==> src/rtl/game_pkg.sv <==
// Shared types and default timing for the cat-vs-dog throw game.
package game_pkg;
  typedef enum logic [2:0] {
    IDLE      = 3'd0,
    TURN_WAIT = 3'd1,
    CHARGE    = 3'd2,
    FLIGHT    = 3'd3,
    GAP       = 3'd4
  } ctrl_state_t;

  localparam logic PLAYER_CAT = 1'b0;
  localparam logic PLAYER_DOG = 1'b1;

  localparam int DEF_CHARGE_DIV     = 260000;
  localparam int DEF_POWER_MAX      = 255;
  localparam int DEF_TURN_GAP       = 32500000;
  localparam int DEF_FLIGHT_TIMEOUT = 16777215;
  localparam int TIMER_W            = 25;
endpackage

==> src/rtl/power_charger.sv <==
// Prescaled, saturating 8-bit throw power counter.
module power_charger #(
  parameter int CHARGE_DIV = 260000,
  parameter int POWER_MAX  = 255
) (
  input  logic       clk,
  input  logic       rst,
  input  logic       i_clr,
  input  logic       i_en,
  input  logic       i_hold,
  output logic [7:0] o_power
);
  localparam int PW = (CHARGE_DIV > 1) ? $clog2(CHARGE_DIV) : 1;
  localparam logic [PW-1:0] PS_LAST = PW'(CHARGE_DIV - 1);
  localparam logic [7:0]    PMAX    = 8'(POWER_MAX);

  logic [PW-1:0] r_ps;
  logic [7:0]    r_power;

  always_ff @(posedge clk or posedge rst) begin
    if (rst) begin
      r_ps    <= '0;
      r_power <= '0;
    end else if (i_clr) begin
      r_ps    <= '0;
      r_power <= '0;
    end else if (i_en && !i_hold) begin
      if (r_ps == PS_LAST) begin
        r_ps <= '0;
        // saturate rather than wrap
        if (r_power < PMAX) r_power <= r_power + 8'd1;
      end else begin
        r_ps <= r_ps + 1'b1;
      end
    end
  end

  assign o_power = r_power;
endmodule

==> src/rtl/turn_ctrl.sv <==
// Turn sequencer: grants the throw resource to one player, charges power while fire is held.
module turn_ctrl
  import game_pkg::*;
#(
  parameter int CHARGE_DIV     = DEF_CHARGE_DIV,
  parameter int POWER_MAX      = DEF_POWER_MAX,
  parameter int TURN_GAP       = DEF_TURN_GAP,
  parameter int FLIGHT_TIMEOUT = DEF_FLIGHT_TIMEOUT
) (
  input  logic       clk,
  input  logic       rst,
  input  logic       i_start,
  input  logic       i_game_over,
  input  logic       i_fire_btn,
  input  logic       i_throw_complete_cat,
  input  logic       i_throw_complete_dog,
  output logic       o_turn_active_cat,
  output logic       o_turn_active_dog,
  output logic       o_throw_command,
  output logic [7:0] o_throw_power,
  output logic       o_current_player,
  output logic [2:0] o_ctrl_state
);
  localparam logic [TIMER_W-1:0] GAP_LAST = TIMER_W'(TURN_GAP - 1);
  localparam logic [TIMER_W-1:0] FT_LAST  = TIMER_W'(FLIGHT_TIMEOUT);

  ctrl_state_t        r_state;
  logic               r_player;
  logic               r_armed;
  logic [TIMER_W-1:0] r_timer;

  logic w_press, w_gap_done, w_done, w_in_turn;
  logic w_clr, w_en, w_hold;

  assign w_press    = (r_state == TURN_WAIT) && i_fire_btn && r_armed;
  assign w_gap_done = (r_state == GAP) && (r_timer == GAP_LAST);
  assign w_done     = (r_player == PLAYER_CAT) ? i_throw_complete_cat : i_throw_complete_dog;

  always_ff @(posedge clk or posedge rst) begin
    if (rst) begin
      r_state  <= IDLE;
      r_player <= PLAYER_CAT;
      r_armed  <= 1'b0;
      r_timer  <= '0;
    end else if (i_game_over) begin
      r_state <= IDLE;
      r_armed <= 1'b0;
      r_timer <= '0;
    end else begin
      case (r_state)
        IDLE: if (i_start) begin
          r_state  <= TURN_WAIT;
          r_player <= PLAYER_CAT;
        end
        TURN_WAIT: begin
          // a button already held on entry must be released before it can fire
          if (w_press) begin
            r_state <= CHARGE;
            r_armed <= 1'b0;
          end else if (!i_fire_btn) begin
            r_armed <= 1'b1;
          end
        end
        CHARGE: if (!i_fire_btn) begin
          r_state <= FLIGHT;
          r_timer <= '0;
        end
        FLIGHT: begin
          if (w_done || r_timer == FT_LAST) begin
            r_state <= GAP;
            r_timer <= '0;
          end else begin
            r_timer <= r_timer + 1'b1;
          end
        end
        GAP: begin
          if (w_gap_done) begin
            r_state  <= TURN_WAIT;
            r_player <= ~r_player;
            r_armed  <= 1'b0;
            r_timer  <= '0;
          end else begin
            r_timer <= r_timer + 1'b1;
          end
        end
        default: r_state <= IDLE;
      endcase
    end
  end

  assign w_clr  = i_game_over || w_press || w_gap_done;
  assign w_en   = (r_state == CHARGE);
  assign w_hold = (r_state != CHARGE);

  power_charger #(.CHARGE_DIV(CHARGE_DIV), .POWER_MAX(POWER_MAX)) u_charger (
    .clk     (clk),
    .rst     (rst),
    .i_clr   (w_clr),
    .i_en    (w_en),
    .i_hold  (w_hold),
    .o_power (o_throw_power)
  );

  assign w_in_turn         = (r_state == TURN_WAIT) || (r_state == CHARGE) || (r_state == FLIGHT);
  assign o_turn_active_cat = w_in_turn && (r_player == PLAYER_CAT);
  assign o_turn_active_dog = w_in_turn && (r_player == PLAYER_DOG);
  assign o_throw_command   = (r_state == CHARGE);
  assign o_current_player  = r_player;
  assign o_ctrl_state      = r_state;

  a_one_turn: assert property (@(posedge clk) disable iff (rst)
    !(o_turn_active_cat && o_turn_active_dog));
endmodule

==> config.mk <==
export PLATFORM = sky130hd
export DESIGN_NAME = turn_ctrl
export DESIGN_NICKNAME = d
export VERILOG_FILES = /design/src/rtl/game_pkg.sv /design/src/rtl/power_charger.sv /design/src/rtl/turn_ctrl.sv
export SDC_FILE = /design/constraint.sdc
export NUM_CORES = 1
export LEC_CHECK = 0
export CAP_MARGIN = 20
export CORE_MARGIN = 8
export CORE_UTILIZATION = 40
export CTS_BUF_LIST = sky130_fd_sc_hd__clkbuf_16
export CTS_CLUSTER_SIZE = 40
export DETAILED_ROUTE_END_ITERATION = 6
export PLACE_DENSITY = 0.7
export SKIP_CTS_REPAIR_TIMING = 1
export SYNTH_ARGS = -nofsm -noshare
export SYNTH_HDL_FRONTEND = slang
export SYNTH_SLANG_ARGS = --single-unit
==> constraint.sdc <==
create_clock -name clk -period 4.6 [get_ports clk]
set_input_delay 0.92 -clock clk [delete_from_list [all_inputs] [get_ports clk]]
set_output_delay 0.92 -clock clk [all_outputs]
set_load 0.02 [all_outputs]
### Word level (Yosys, flattened, before mapping)

Index checks and enable logic that the tools add are counted.

| word-level totals | value |
|---|---|
| register bits after elaboration | 56 |
| input bits | 7 |

| operators by class | value |
|---|---|
| equal/unequal tests | 16 |
| $add $sub $neg | 3 |
| reductions and logical operators | 24 |
| $lt $le $gt $ge | 1 |
| bitwise logic cells | 2 |
| muxes and demuxes | 28 |

Operators by type and width:

| cell | count |
|---|---|
| $mux 25 | 4 |
| $pmux 25 s3 | 1 |
| $mux 18 | 3 |
| $mux 8 | 4 |
| $add 25x1->25 const B | 1 |
| $eq 25x24->1 const B | 1 |
| $eq 25x25->1 const B | 1 |
| $add 18x1->18 const B | 1 |
| $eq 18x18->1 const B | 1 |
| $mux 3 | 6 |
| $ne 3x3->1 const B | 5 |
| $pmux 3 s5 | 1 |
| $add 8x1->8 const B | 1 |
| $lt 8x8->1 const B | 1 |
| $reduce_bool 2->1 | 4 |
| $mux 1 | 7 |
| $eq 3x2->1 const B | 2 |
| $logic_and 1x1->1 | 6 |
| $reduce_and 3->1 | 2 |
| $logic_or 1x1->1 | 5 |
| $reduce_and 5->1 | 1 |
| $ne 2x2->1 const B | 2 |
| $ne 4x4->1 const B | 1 |
| $pmux 1 s2 | 2 |
| other kinds (10) | 11 |

### Longest topological paths before layout

| depth | value |
|---|---|
| depth after elaboration | 7 |
| depth in mapped cells | 8 |

### Hierarchy

A second synthesis with hierarchy kept.

| second synthesis, totals | value |
|---|---|
| cells, all modules | 352 |
| area total of the unflattened synthesis | 3311.9 sq um |

Modules (own cells, without submodules):

| module | times used | area an instance (sq um) | cells an instance | seq. area each (sq um) |
|---|---|---|---|---|
| turn_ctrl | 1 | 1888.1 | 199 | 750.7 |
| power_charger | 1 | 1423.9 | 153 | 650.6 |

### Least setup slack after synthesis

OpenSTA, ideal clock, no wires.

| timing | value |
|---|---|
| path kind | register to register |
| start | reg r_timer[12] |
| end | reg r_timer[10] |
| setup slack | 2.155 ns |
| required time | 4.481 ns |
| library setup time | 0.119 ns |
| stages on the path, launching flop included | 8 |
| arrival | 2.326 ns |
| period minus slack after synthesis | 2.445 ns |
| cells stage by stage | dfrtp_1 > or4b_1 > or4_4 > o21ai_1 > a21oi_2 > nor2_2 > buf_4 > nor2_1 |

| on the way | value |
|---|---|
| longest elaborated chain between the ends | 5 |
| elaborated cells between the ends (all ways) | 8 |
| classes of those cells | 2 x eq/ne; 4 x mux; 2 x reduce/logical |

Ends and longest elaborated chain:

| what | RTL line | text |
|---|---|---|
| from (decl) | turn_ctrl.sv:30 | `logic [TIMER_W-1:0] r_timer;` |
| from (signal assigned) | turn_ctrl.sv:73 | `r_timer <= r_timer + 1'b1;` |
| from (signal assigned) | turn_ctrl.sv:83 | `r_timer <= r_timer + 1'b1;` |
| $eq 25x25->1 / $eq 25x24->1 (equally long branches) | turn_ctrl.sv:36, turn_ctrl.sv:69 |  |
| $logic_and 1x1->1 / $logic_or 1x1->1 (equally long branches) | turn_ctrl.sv:36, turn_ctrl.sv:69 |  |
| $mux 25 (on tied branches) | turn_ctrl.sv:77, turn_ctrl.sv:69 |  |
| $pmux 25 s3 * | turn_ctrl.sv:50 | `case (r_state)` |
| $mux 25 * | turn_ctrl.sv:45 | `end else if (i_game_over) begin` |

Mark *: on every way between the ends. The rest lies on a longest branch, timed or not.
A chain may end at the register's enable or synchronous reset.

### Worst setup path in the final report

| timing | value |
|---|---|
| start | reg r_state[2], in the netlist o_ctrl_state[2] |
| end | out o_throw_command |

| on the way | value |
|---|---|
| longest elaborated chain between the ends | 1 |

Ends and longest elaborated chain:

| what | RTL line | text |
|---|---|---|
| from (decl) | turn_ctrl.sv:27 | `ctrl_state_t r_state;` |
| from (signal assigned) | turn_ctrl.sv:41 | `r_state <= IDLE;` |
| from (signal assigned) | turn_ctrl.sv:46 | `r_state <= IDLE;` |
| from (signal assigned) | turn_ctrl.sv:52 | `r_state <= TURN_WAIT;` |
| $eq 3x2->1 | turn_ctrl.sv:107 | `assign o_throw_command = (r_state == CHARGE);` |
| to (decl) | turn_ctrl.sv:19 | `output logic o_throw_command,` |

No other way between the ends.

==> qor.yml <==
outcome:
  status: "complete, no violations"
route:
  highest_layer: "met4"
  wl_met3_um: 296
  via_per_inst: 5.58
  wire_per_inst_um: 14.8
  drt_first_pass_iters: 6
  antenna_left: 0
  drc_errors: 0
  drt_iter0_drc: 147
  wl_met1_um: 3460
  vias: 2597
  wl_met2_um: 3060
  wl_um: 6880
yosys:
  synth_area_um2: 3120
  ys_warn_count: 0
  syn_avg_cell_area_um2: 9.14
  synthArstFlopShare_pct: 100
  synthCells: 341
  synth-seq-cells: 56
  synth.distinct_cells: 48
  synth-edff-count: 0
  synth_nets: 351
  seq_area_frac_synth_pct: 45.0
  ys.flop_type: "dfrtp_1"
min_path:
  min_path_type: "flip-flop to flip-flop"
  hold_start: "r_timer[24]$_DFFE_PP0P_"
  hold_depth: 1
  min_to: "r_timer[24]$_DFFE_PP0P_"
sta:
  final_hold_viol_count: 0
  fin_skew_ns: 0.00743
  fin_crit_sh_pct: 64.9
  max_freq_mhz: 335
  setup_viol: 0
  worstMarginPinSlew_ns: 0.728
  setup_tns_ns: 0
  worst_slack_ns: 1.61
  rsz0062_at_grt: "false"
  fin_crit_ns: 2.99
  drv_slew: 0
  slew_headroom_pct: 51.4
job:
  cap_violations: 0
global_routing:
  grt_max_degree: 30
  antenna_found_initial: 0
  grt.total_usage_pct: 13.0
  grt_pass1_vias: 2469
  grt_pass1_wl_um: 12000
  overflow: 0
pwr:
  p_per_area_nw_per_um2: 272
  p_leak_nw: 1.41
  peakVddDrop_mv: 0.162
clock_tree:
  htree_levels: 2
  cts.sinks: 56
  cts_buffers: 5
  clkSlewWorstSetupHoldPaths_ns: 0.07
  cts_root_buf: "clkbuf_16"
  ctsLongestPathBuffers: 2
  clkLatencyLatePin_ns: 0.29
  cts_tree: "built"
place:
  io_buffers: 21
  post-place-ws_ns: 1.51
  gp_routability_congestion: 0.812
  dp_hpwl_um: 4700
critical_path:
  rrSetupSlack_ns: 1.67
  start_kind: "flip-flop"
  end_kind: "primary output"
  worstPathArrival_ns: 2.07
  r2r_end: "u_charger.r_ps[13]$_DFFE_PP0P_"
  crit_fanout: 15
  path_class: "flip-flop to primary output"
  worstReg2RegStart: "r_timer[9]$_DFFE_PP0P_"
  rr_worst_depth: 6
  required_ns: 3.68
final_layout:
  nets: 372
  n_antenna_cell: 0
  area_delta_synth_final_pct: 15.5
  drive_gt1_share_pct: 4.96
  nFillCells: 727
floorplan:
  io_pins: 22
  dieArea_um2: 10900
  die_h_um: 104
  die_w_um: 104
  coreArea_um2: 7650
  rows: 32
  start_util_pct: 40.7
sequential cells by signal (all words and copies together), names as in the netlist:
signal / count
o_ctrl_state: 3
o_current_player: 1
r_armed: 1
r_timer: 25
u_charger.o_power: 8
u_charger.r_ps: 18
worst max path at each step:
stage / start / slack (ns) / cells past startpoint / to
global placement: i_game_over / 1.64 / 7 / r_timer[23]$_DFFE_PP0P_
floorplan: r_timer[12]$_DFFE_PP0P_ / 2.16 / 7 / r_timer[10]$_DFFE_PP0P_
detailed placement: i_fire_btn / 1.51 / 8 / r_timer[23]$_DFFE_PP0P_
global route: o_ctrl_state[2]$_DFFE_PP0P_ / 1.45 / 4 / o_throw_command
CTS: o_ctrl_state[2]$_DFFE_PP0P_ / 1.58 / 4 / o_throw_command
finish: o_ctrl_state[2]$_DFFE_PP0P_ / 1.61 / 4 / o_throw_command
synthesized netlist by cell type (10+ instances only):
| cell type | n | area share (%) |
|---|---|---|
| dfrtp_1 | 56 | 45 |
| nor2_1 | 50 | 6.0 |
| nand3_1 | 22 | 3.5 |
| xnor2_1 | 22 | 6.2 |
| nand2_1 | 21 | 2.5 |
| a21oi_1 | 15 | 2.4 |
| nor3_1 | 14 | 2.2 |
| o21ai_0 | 14 | 2.2 |
| xor2_1 | 14 | 3.9 |
| and3_1 | 12 | 2.4 |
| nand4_1 | 10 | 2.0 |
critical path, cell delays in order, from the launching register on:
cell             delay [ns]
dfrtp_1                0.54
nor2_1                 0.22
nand2_1                0.21
inv_1                  0.18
clkdlybuf4s50_1        0.62
per-stage QoR:
step	hold WS [ns]	cells	total power (W)	area, um^2	utilization [%]
2_1_floorplan	0.465	341	0.000540	3120	-
3_3_place_gp	0.499	457	0.000560	3430	44.9
3_5_place_dp	0.504	457	0.000561	3430	44.9
4_1_cts	0.515	465	0.000993	3600	47.1
5_1_grt	0.570	465	0.00102	3600	47.1
6_report	0.524	465	0.000980	3600	47.1
final cells by class:
cell class                      count  area [um^2]  share of cell area, %
Multi-Input combinational cell    269         1650                   45.8
Sequential cell                    56         1400                   38.9
Timing Repair Buffer               24          233                   6.47
Tap cell                          102          128                   3.55
Clock buffer                        5          125                   3.48
Clock inverter                      3         42.5                   1.18
Inverter                            6         22.5                  0.626
kinds of logic (layout without fill, tap and decap cells):
kind of cell	Yosys count	after routing	share of synthesized area [%]
AO/OA/AOI/OAI	58	58	12.6
multiplexers	2	2	0.683
AND/OR/NAND/NOR	170	170	28.3
flip-flops	56	56	45.0
buffers and inverters	16	38	2.13
XOR/XNOR	36	36	10.1
adder cells (fa/ha/maj)	3	3	1.20
power breakdown:
| group | internal (W) | leakage, nW | total (W) | switching (W) |
|---|---|---|---|---|
| registers | 0.000494 | 0.781 | 0.000498 | 0.00000421 |
| logic | 0.0000164 | 0.551 | 0.0000519 | 0.0000356 |
| clock network | 0.000256 | 0.0814 | 0.000431 | 0.000174 |
placed cells by master, fill, tap and decap left out, types with 4 or more instances in the layout:
cell type,n
clkdlybuf4s50_1,21
xnor2_1,22
xor2_1,14
a21oi_1,15
a22o_1,4
nor4_1,7
dfrtp_1,56
and3_1,12
o2111ai_1,7
nor2_1,50
inv_1,5
o21ai_0,14
nor3_1,14
nor3b_1,5
nand2_1,21
nand3_1,22
a21o_1,4
a211oi_1,4
nand4_1,10
or3_1,7
clkbuf_16,5
per-layer routing:
| metal | track usage [%] | up-vias |
|---|---|---|
| li1 | - | 1276 |
| met3 | 2.85 | 2 |
| met4 | 4.14 | 0 |
| met5 | 0 | - |
| met2 | 19.7 | 56 |
| met1 | 17.9 | 1263 |
(Power assumes the default switching activity.)
